===== src/rtl/vga_box_renderer.sv =====
// ----------------------------------------------------------------------------
// vga_box_renderer
//   Pixel-generation stage that sits directly after vga_sync. It paints a
//   background, a one-pixel frame border and a solid square box that moves
//   diagonally and bounces off the edges of the visible area. The box is
//   moved by a small FSM that runs once per frame during vertical blanking,
//   so the picture never tears.
//
// Ports
//   clk        in   1   pixel clock (same clock as vga_sync)
//   rst        in   1   synchronous, active-high reset
//   pixel_x    in   11  current column from vga_sync
//   pixel_y    in   11  current row from vga_sync
//   videoon    in   1   1 = visible region
//   h_synq     in   1   horizontal sync from vga_sync
//   v_synq     in   1   vertical sync from vga_sync
//   move_en    in   1   1 = box moves on each frame tick
//   rgb        out  12  {R[3:0],G[3:0],B[3:0]}, registered
//   h_sync_o   out  1   h_synq delayed by one cycle
//   v_sync_o   out  1   v_synq delayed by one cycle
//   bounce     out  1   one-cycle pulse when any wall is hit
//   corner_hit out  1   one-cycle pulse when both walls are hit in one frame
// ----------------------------------------------------------------------------
module vga_box_renderer #(
   parameter int unsigned H_ACTIVE  = 640,
   parameter int unsigned V_ACTIVE  = 480,
   parameter int unsigned BOX_SIZE  = 32,
   parameter int unsigned STEP      = 4,
   parameter int unsigned INIT_X    = 100,
   parameter int unsigned INIT_Y    = 100,
   parameter logic [11:0] BG_COLOR  = 12'h111,
   parameter logic [11:0] BRD_COLOR = 12'hFFF
) (
   input  logic        clk,
   input  logic        rst,
   input  logic [10:0] pixel_x,
   input  logic [10:0] pixel_y,
   input  logic        videoon,
   input  logic        h_synq,
   input  logic        v_synq,
   input  logic        move_en,
   output logic [11:0] rgb,
   output logic        h_sync_o,
   output logic        v_sync_o,
   output logic        bounce,
   output logic        corner_hit
);

   // 12-bit constants: every position sum is formed one bit wider than the
   // 11-bit coordinates so that box edge + step cannot wrap.
   localparam logic [11:0] H_LIM  = 12'(H_ACTIVE);
   localparam logic [11:0] V_LIM  = 12'(V_ACTIVE);
   localparam logic [11:0] BOX12  = 12'(BOX_SIZE);
   localparam logic [11:0] STEP12 = 12'(STEP);
   localparam logic [10:0] STEP11 = 11'(STEP);

   typedef enum logic [1:0] {
      ST_WAIT  = 2'd0,
      ST_UPD_X = 2'd1,
      ST_UPD_Y = 2'd2,
      ST_DONE  = 2'd3
   } state_t;

   // Result of moving the box one step along a single axis.
   typedef struct packed {
      logic [10:0] pos;
      logic        dir;   // 1 = increasing coordinate (right / down)
      logic        hit;   // a wall was reached this frame
   } axis_t;

   function automatic logic [11:0] palette(input logic [1:0] idx);
      logic [11:0] c;
      case (idx)
         2'd0:    c = 12'hF00;
         2'd1:    c = 12'h0F0;
         2'd2:    c = 12'h00F;
         2'd3:    c = 12'hFF0;
         default: c = 12'h000;
      endcase
      return c;
   endfunction

   // One axis step. Moving forward, the box is clamped flush against the far
   // wall when the next step would overshoot; moving backward it is clamped to
   // 0. Either clamp reverses the direction and flags a hit.
   function automatic axis_t axis_step(input logic [10:0] pos,
                                       input logic        dir,
                                       input logic [11:0] limit);
      axis_t       r;
      logic [11:0] far_edge;
      far_edge = {1'b0, pos} + BOX12 + STEP12;
      r.pos    = pos;
      r.dir    = dir;
      r.hit    = 1'b0;
      if (dir) begin
         if (far_edge > limit) begin
            r.pos = 11'(limit - BOX12);
            r.dir = 1'b0;
            r.hit = 1'b1;
         end else begin
            r.pos = pos + STEP11;
         end
      end else begin
         if ({1'b0, pos} < STEP12) begin
            r.pos = 11'd0;
            r.dir = 1'b1;
            r.hit = 1'b1;
         end else begin
            r.pos = pos - STEP11;
         end
      end
      return r;
   endfunction

   state_t      state_q, state_d;
   logic [10:0] box_x_q, box_x_d;
   logic [10:0] box_y_q, box_y_d;
   logic        dx_q, dx_d;
   logic        dy_q, dy_d;
   logic        hx_q, hx_d;
   logic        hy_q, hy_d;
   logic [1:0]  color_idx_q, color_idx_d;
   logic [11:0] rgb_q, rgb_d;
   logic        h_sync_q, v_sync_q;
   logic        bounce_q, bounce_d;
   logic        corner_q, corner_d;

   logic        frame_tick_s;
   axis_t       ax_s, ay_s;
   logic        in_box_s, on_border_s;

   assign frame_tick_s = (pixel_y == 11'(V_ACTIVE)) && (pixel_x == 11'd0);

   // Candidate X/Y moves; only committed in the matching FSM state.
   always_comb begin
      ax_s = axis_step(box_x_q, dx_q, H_LIM);
      ay_s = axis_step(box_y_q, dy_q, V_LIM);
   end

   // Pixel classification and colour selection for the registered rgb.
   always_comb begin
      in_box_s    = ({1'b0, pixel_x} >= {1'b0, box_x_q}) &&
                    ({1'b0, pixel_x} <  ({1'b0, box_x_q} + BOX12)) &&
                    ({1'b0, pixel_y} >= {1'b0, box_y_q}) &&
                    ({1'b0, pixel_y} <  ({1'b0, box_y_q} + BOX12));
      on_border_s = (pixel_x == 11'd0) || (pixel_x == 11'(H_ACTIVE - 1)) ||
                    (pixel_y == 11'd0) || (pixel_y == 11'(V_ACTIVE - 1));
      rgb_d       = 12'h000;
      if (!videoon) begin
         rgb_d = 12'h000;
      end else if (in_box_s) begin
         rgb_d = palette(color_idx_q);
      end else if (on_border_s) begin
         rgb_d = BRD_COLOR;
      end else begin
         rgb_d = BG_COLOR;
      end
   end

   // Motion FSM: next state, box/direction updates and bounce reporting.
   always_comb begin
      state_d     = state_q;
      box_x_d     = box_x_q;
      box_y_d     = box_y_q;
      dx_d        = dx_q;
      dy_d        = dy_q;
      hx_d        = hx_q;
      hy_d        = hy_q;
      color_idx_d = color_idx_q;
      bounce_d    = 1'b0;
      corner_d    = 1'b0;
      case (state_q)
         ST_WAIT: begin
            if (frame_tick_s && move_en) begin
               state_d = ST_UPD_X;
            end else begin
               state_d = ST_WAIT;
            end
         end
         ST_UPD_X: begin
            box_x_d = ax_s.pos;
            dx_d    = ax_s.dir;
            hx_d    = ax_s.hit;
            state_d = ST_UPD_Y;
         end
         ST_UPD_Y: begin
            box_y_d = ay_s.pos;
            dy_d    = ay_s.dir;
            hy_d    = ay_s.hit;
            state_d = ST_DONE;
         end
         ST_DONE: begin
            // A corner counts as one bounce: the colour advances only once.
            if (hx_q || hy_q) begin
               bounce_d    = 1'b1;
               color_idx_d = color_idx_q + 2'd1;
            end else begin
               bounce_d    = 1'b0;
            end
            corner_d = hx_q && hy_q;
            state_d  = ST_WAIT;
         end
         default: begin
            state_d = ST_WAIT;
         end
      endcase
   end

   // State, box and output registers with synchronous reset.
   always_ff @(posedge clk) begin
      if (rst) begin
         state_q     <= ST_WAIT;
         box_x_q     <= 11'(INIT_X);
         box_y_q     <= 11'(INIT_Y);
         dx_q        <= 1'b1;
         dy_q        <= 1'b1;
         hx_q        <= 1'b0;
         hy_q        <= 1'b0;
         color_idx_q <= 2'd0;
         rgb_q       <= 12'h000;
         h_sync_q    <= 1'b1;
         v_sync_q    <= 1'b1;
         bounce_q    <= 1'b0;
         corner_q    <= 1'b0;
      end else begin
         state_q     <= state_d;
         box_x_q     <= box_x_d;
         box_y_q     <= box_y_d;
         dx_q        <= dx_d;
         dy_q        <= dy_d;
         hx_q        <= hx_d;
         hy_q        <= hy_d;
         color_idx_q <= color_idx_d;
         rgb_q       <= rgb_d;
         h_sync_q    <= h_synq;
         v_sync_q    <= v_synq;
         bounce_q    <= bounce_d;
         corner_q    <= corner_d;
      end
   end

   assign rgb        = rgb_q;
   assign h_sync_o   = h_sync_q;
   assign v_sync_o   = v_sync_q;
   assign bounce     = bounce_q;
   assign corner_hit = corner_q;

endmodule


===== config.mk =====
export PLATFORM = sky130hd
export DESIGN_NAME = vga_box_renderer
export DESIGN_NICKNAME = d
export VERILOG_FILES = /design/src/rtl/vga_box_renderer.sv
export SDC_FILE = /design/constraint.sdc
export NUM_CORES = 1
export LEC_CHECK = 0
export BUFFER_PORTS_ARGS = -buffer_cell sky130_fd_sc_hd__buf_4
export CORE_ASPECT_RATIO = 1.1
export CORE_MARGIN = 1
export CORE_UTILIZATION = 60
export DETAILED_ROUTE_END_ITERATION = 8
export GPL_TIMING_DRIVEN = 0
export PLACE_DENSITY = 0.91
export SYNTH_ARGS = -nofsm -noshare
export SYNTH_HDL_FRONTEND = slang
export SYNTH_SLANG_ARGS = --single-unit

===== constraint.sdc =====
create_clock -name clk -period 4 [get_ports clk]
set_input_delay 0.8 -clock clk [delete_from_list [all_inputs] [get_ports clk]]
set_output_delay 0.8 -clock clk [all_outputs]
set_load 0.01 [all_outputs]

## Yosys cells after proc, flatten, opt, wreduce, memory -nomap -nowiden

Cells that the tools add are included.

| word-level totals | value |
|---|---|
| register bits | 46 |
| output and inout bits | 16 |

| cells by class | value |
|---|---|
| add/subtract/negate cells | 9 |
| $lt $le $gt $ge | 8 |
| equality and inequality tests | 9 |
| mux-type cells | 16 |
| bitwise logic cells | 2 |
| reduce and logical (&&, ||, !) cells | 17 |

Operator list:

| kind | number |
|---|---|
| one-hot mux 12 bit (4 select lines) | 1 |
| 2-to-1 mux 11 bit | 4 |
| 2-to-1 mux 13 bit | 2 |
| adder 11 x 6 -> 12 bit, second input constant | 2 |
| adder 12 x 3 -> 12 bit, second input constant | 2 |
| < comparator 11 x 12 -> 1 bit | 2 |
| 2-to-1 mux 12 bit | 2 |
| adder 11 x 3 -> 11 bit, second input constant | 2 |
| == test 11 x 9 -> 1 bit, second input constant | 2 |
| >= comparator 11 bit | 2 |
| logical NOT 11 bit | 2 |
| < comparator 11 x 3 -> 1 bit, second input constant | 2 |
| subtractor 11 x 3 -> 11 bit, second input constant | 2 |
| > comparator 12 x 10 -> 1 bit, second input constant | 1 |
| > comparator 12 x 9 -> 1 bit, second input constant | 1 |
| == test 11 x 10 -> 1 bit, second input constant | 1 |
| == test 2 bit, second input constant | 4 |
| 2-to-1 mux 2 bit | 4 |
| one-hot mux 2 bit (4 select lines) | 1 |
| logical AND 1 bit | 6 |
| == test 2 x 1 -> 1 bit, second input constant | 2 |
| logical NOT 2 bit | 2 |
| logical OR 1 bit | 4 |
| OR reduction 2 bit | 2 |
| 4 further kinds | 6 |

## Logic depth before layout (Yosys ltp)

| logic depth | value |
|---|---|
| depth after elaboration | 6 |
| mapped depth | 12 |

## Least setup slack after synthesis

No wires, ideal clock.

| timing | value |
|---|---|
| kind | reg-to-reg |
| from | register box_y_q[5] |
| to | register rgb_q[10] (netlist: rgb[10]) |
| setup time | 0.121 ns |
| arrival time | 2.665 ns |
| path slack | 1.214 ns |
| stages on the path, launching flop included | 13 |
| buffers on the path | 2 |
| cell sequence | dfxtp_1 > buf_2 > inv_1 > ha_1 > inv_1 > ha_1 > a21o_1 > a21o_1 > a211o_1 > a22oi_1 > and4_1 > clkbuf_1 > mux2_2 |

| on the way | value |
|---|---|
| word-level cells in the longest chain between the ends | 4 |
| elaborated cells on any way between the ends | 6 |
| those cells by class | add/sub: 1; order compare: 2; mux: 1; reduce/logical: 2 |

RTL lines:

| item | RTL line | RTL |
|---|---|---|
| start: declaration | 117 | `logic [10:0] box_y_q, box_y_d;` |
| start signal: assignment | 214 | `box_y_q <= 11'(INIT_Y);` |
| start signal: assignment | 228 | `box_y_q <= box_y_d;` |
| adder 11 x 6 -> 12 bit or >= comparator 11 bit (tied branches) | 145, 144 |  |
| < comparator 11 x 12 -> 1 bit or logical AND 1 bit (tied branches) | 145, 143 |  |
| logical AND 1 bit * | 144 | `({1'b0, pixel_y} >= {1'b0, box_y_q}) &&` |
| 2-to-1 mux 12 bit * | 151 | `end else if (in_box_s) begin` |
| end signal: assignment | 234 | `rgb_q <= rgb_d;` |
| end: declaration | 123 | `logic [11:0] rgb_q, rgb_d;` |

Every way passes the cells marked *; elsewhere a longest branch is shown, timed or not.
A chain may end at the register's enable or synchronous reset.

## Final worst setup path

Ends and elaborated chain as after synthesis.

==> flow_metrics.py <==
metrics = {
    "synthesis": {
        "synthFlopType": "dfxtp_1",
        "synth_common_cells": "50 x ha_1, 36 x dfxtp_1, 34 x nor2_1",
        "muxShareOfSynthArea": 0.0199,
        "ys_ff_latch": 36,
        "synth-simple-area-share": 0.225,
        "yosys.cell_count.top_type": "ha_1",
        "ys_seq_area_frac": 0.194,
        "ys_top_cells_by_area": "dfxtp_1 19%, ha_1 17%, a21oi_1 4.0%",
        "ys_types": 78,
        "synth-compound-area-share": 0.272,
        "synth_top_area_cell": "dfxtp_1",
        "synth-xor-area-share": 0.0381,
        "synth_fp_nets": 542,
        "synth_fa_ha_area_frac": 0.169,
        "synth_edf_count": 0,
        "synth_async_sr_flop_share": 0,
        "synth_top_family_by_area": "compound AO/OA/AOI/OAI gates",
        "synth_top_area_share": 0.194,
        "synth_warnings": 0,
        "netlist_area_mm2": 0.00371,
        "postSynthCellCount": 464,
        "syn_area_per_cell_um2": 8.00,
    },
    "global_route": {
        "grt_max_degree": 14,
        "grt_pass1_vias": 3737,
        "track_usage": 0.327,
        "grt_first_pass_wirelength_um": 17300,
        "overflow": 0,
        "antenna_found_initial": 1,
    },
    "pwr": {
        "power_frac_seq": 0.419,
        "power.internal_uw": 597,
        "clockPowerShare": 0.306,
        "p_sw_frac": 0.332,
        "p_per_area_mw_per_mm2": 212,
        "p_sw_uw": 297,
        "ir_worst_vdd_mv": 0.200,
        "comb_power_share": 0.275,
        "leakagePower_nw": 1.76,
    },
    "clock_tree": {
        "clock_sinks": 36,
        "htree_levels": 2,
        "insertion_delay_ns": 0.29,
        "cts_tree": "yes",
        "cts_resized": 0,
        "ctsHoldBuffers": 0,
        "cts_buffer_depth": 2,
        "cts_root_buf": "clkbuf_8",
        "cts.clk_slew.worst_paths_ns": 0.08,
        "post_cts_buffers": 0,
        "cts_made_buffers": 5,
    },
    "sta": {
        "finalSetupViolations": 0,
        "final_max_slew_viol_count": 0,
        "setup_ws_ns": 0.751,
        "period_minus_slack_ns": 3.25,
        "period_share": 0.812,
        "worst_pin_slew_ns": 0.760,
        "fmax_mhz": 308,
        "hold_ws_ns": 0.532,
        "rsz0062_at_grt": "no",
        "finalHoldViolations": 0,
        "clock_skew_ns": 0.00710,
        "relSlewSlack": 0.488,
        "setup_tns_ns": 0,
    },
    "routing": {
        "ant_nets": 0,
        "post_drt_wl_per_cell_um": 17.3,
        "avgViaCountPerCell": 6.44,
        "firstDrtPassIters": 5,
        "vias": 3814,
        "drc": 0,
        "first_iter_violations": 326,
        "routed_wl_um": 10200,
    },
    "hold_path": {
        "hold_start": "hy_q",
        "hold_path_class": "flip-flop to flip-flop",
    },
    "die": {
        "rows": 29,
        "io_pins": 44,
        "initial_utilization": 0.631,
        "die_x_um": 77.0,
        "fp.coreArea_mm2": 0.00588,
        "dieArea_mm2": 0.00650,
        "die_y_um": 84.5,
    },
    "critical_path": {
        "crit_required_ns": 4.18,
        "cp_max_fo": 9,
        "crit_path_end_kind": "flip-flop",
        "cp-start-kind": "flip-flop",
        "r2r-start": "box_y_q[5]",
        "arrival_ns": 3.43,
        "crit_family": "buffers and inverters",
        "cpPeakStageDelay_ns": 0.41,
        "critPathLaunch": "box_y_q[5]",
        "cp_cell_sequence": "buf_2, inv_1, ha_1, inv_1, ha_1, a21o_1, a21o_1, a211o_1, a22oi_1, and4_1, clkbuf_1, mux2_2",
        "slowest_stage": "ha_1",
        "worst-path-buf-inv": 4,
        "worstSetupPathType": "flip-flop to flip-flop",
    },
    "layout": {
        "fillCellCount": 501,
        "drive_gt1_frac": 0.187,
        "multi_input_area_mm2": 0.00269,
        "fin_nets": 591,
        "ff_latch_area_um2": 721,
        "syn_to_final_growth_pct": 13.7,
    },
    "placed_design": {
        "finalWeightedCongestion": 0.958,
        "dp_slack_ns": 0.803,
        "io_buffer_count": 42,
        "dpl.hpwl_um": 7810,
    },
    "run": {
        "cap_violations": 0,
    },
    "run_status": {
        "status": "complete, no violations",
    },
}
==> power groups by stage <==
stage	Sequential [mW]	Clock, mW	Combinational (mW)
after detailed placement	0.382	0	0.242
final	0.374	0.273	0.246
after global placement	0.381	0	0.233
after global routing	0.376	0.288	0.271
after CTS	0.374	0.272	0.243
after floorplan	0.382	0	0.165
==> flip-flops by register name (all words and copies together) (netlist names) <==
| register | count |
|---|---|
| bounce | 1 |
| box_x_q | 9 |
| box_y_q | 9 |
| color_idx_q | 2 |
| corner_hit | 1 |
| dx_q | 1 |
| dy_q | 1 |
| h_sync_o | 1 |
| hx_q | 1 |
| hy_q | 1 |
| rgb | 6 |
| state_q | 2 |
| v_sync_o | 1 |
==> area by class of cell <==
| cell class | instances | share of cell area |
|---|---|---|
| well taps | 77 | 0.0228 |
| clock buffers | 5 | 0.0163 |
| inverters | 35 | 0.0311 |
| flip-flops and latches | 36 | 0.171 |
| plain buffers | 32 | 0.0409 |
| repair buffers | 42 | 0.0748 |
| multi-input cells | 361 | 0.637 |
| diodes | 1 | 0.000593 |
| clock inverters | 3 | 0.00564 |
==> metal layers <==
layer  global-route usage  share of wire  vias to the layer above  routed length [um]
met5                    0              0                        -                   0
met4                0.136          0.022                        0                 226
met3               0.0630          0.072                       29                 742
met2                0.566           0.49                      185                4990
met1                0.395           0.42                     1768                4280
li1                     -              -                     1832                   -
==> layout by cell type, fill, tap and decap left out, drive strengths merged, types with 6 or more instances in the layout <==
cell type	n
buf	62
ha	50
dfxtp	36
nor2	36
inv	34
a21oi	30
o21ai	24
nand2	23
nand3	19
clkbuf	17
nor3	15
xnor2	13
a21o	13
a211oi	11
a31oi	10
nand4	10
nor4	8
and3	7
o31ai	6
==> cell families after synthesis <==
kind of cell / after synthesis
multiplexers: 7
XOR/XNOR: 14
flip-flops: 36
AO/OA/AOI/OAI: 140
AND/OR/NAND/NOR: 150
adder cells (fa/ha/maj): 50
buffers and inverters: 67
==> stage by stage <==
stage	utilization	cell area (um2)	std cells	total power [mW]
global route	0.717	4220	591	0.935
global placement	0.701	4120	583	0.614
CTS	0.717	4220	591	0.890
floorplan	-	3710	464	0.547
finish	0.718	4220	592	0.893
detailed placement	0.701	4120	583	0.624
==> final timing paths <==
check,to,slack [ns],cells after the start
min,corner_hit,0.53,1
min reg2reg,corner_hit,0.53,1
max reg2reg,rgb[10],0.75,12
max,rgb[10],0.75,12
(Power assumes the default switching activity.)
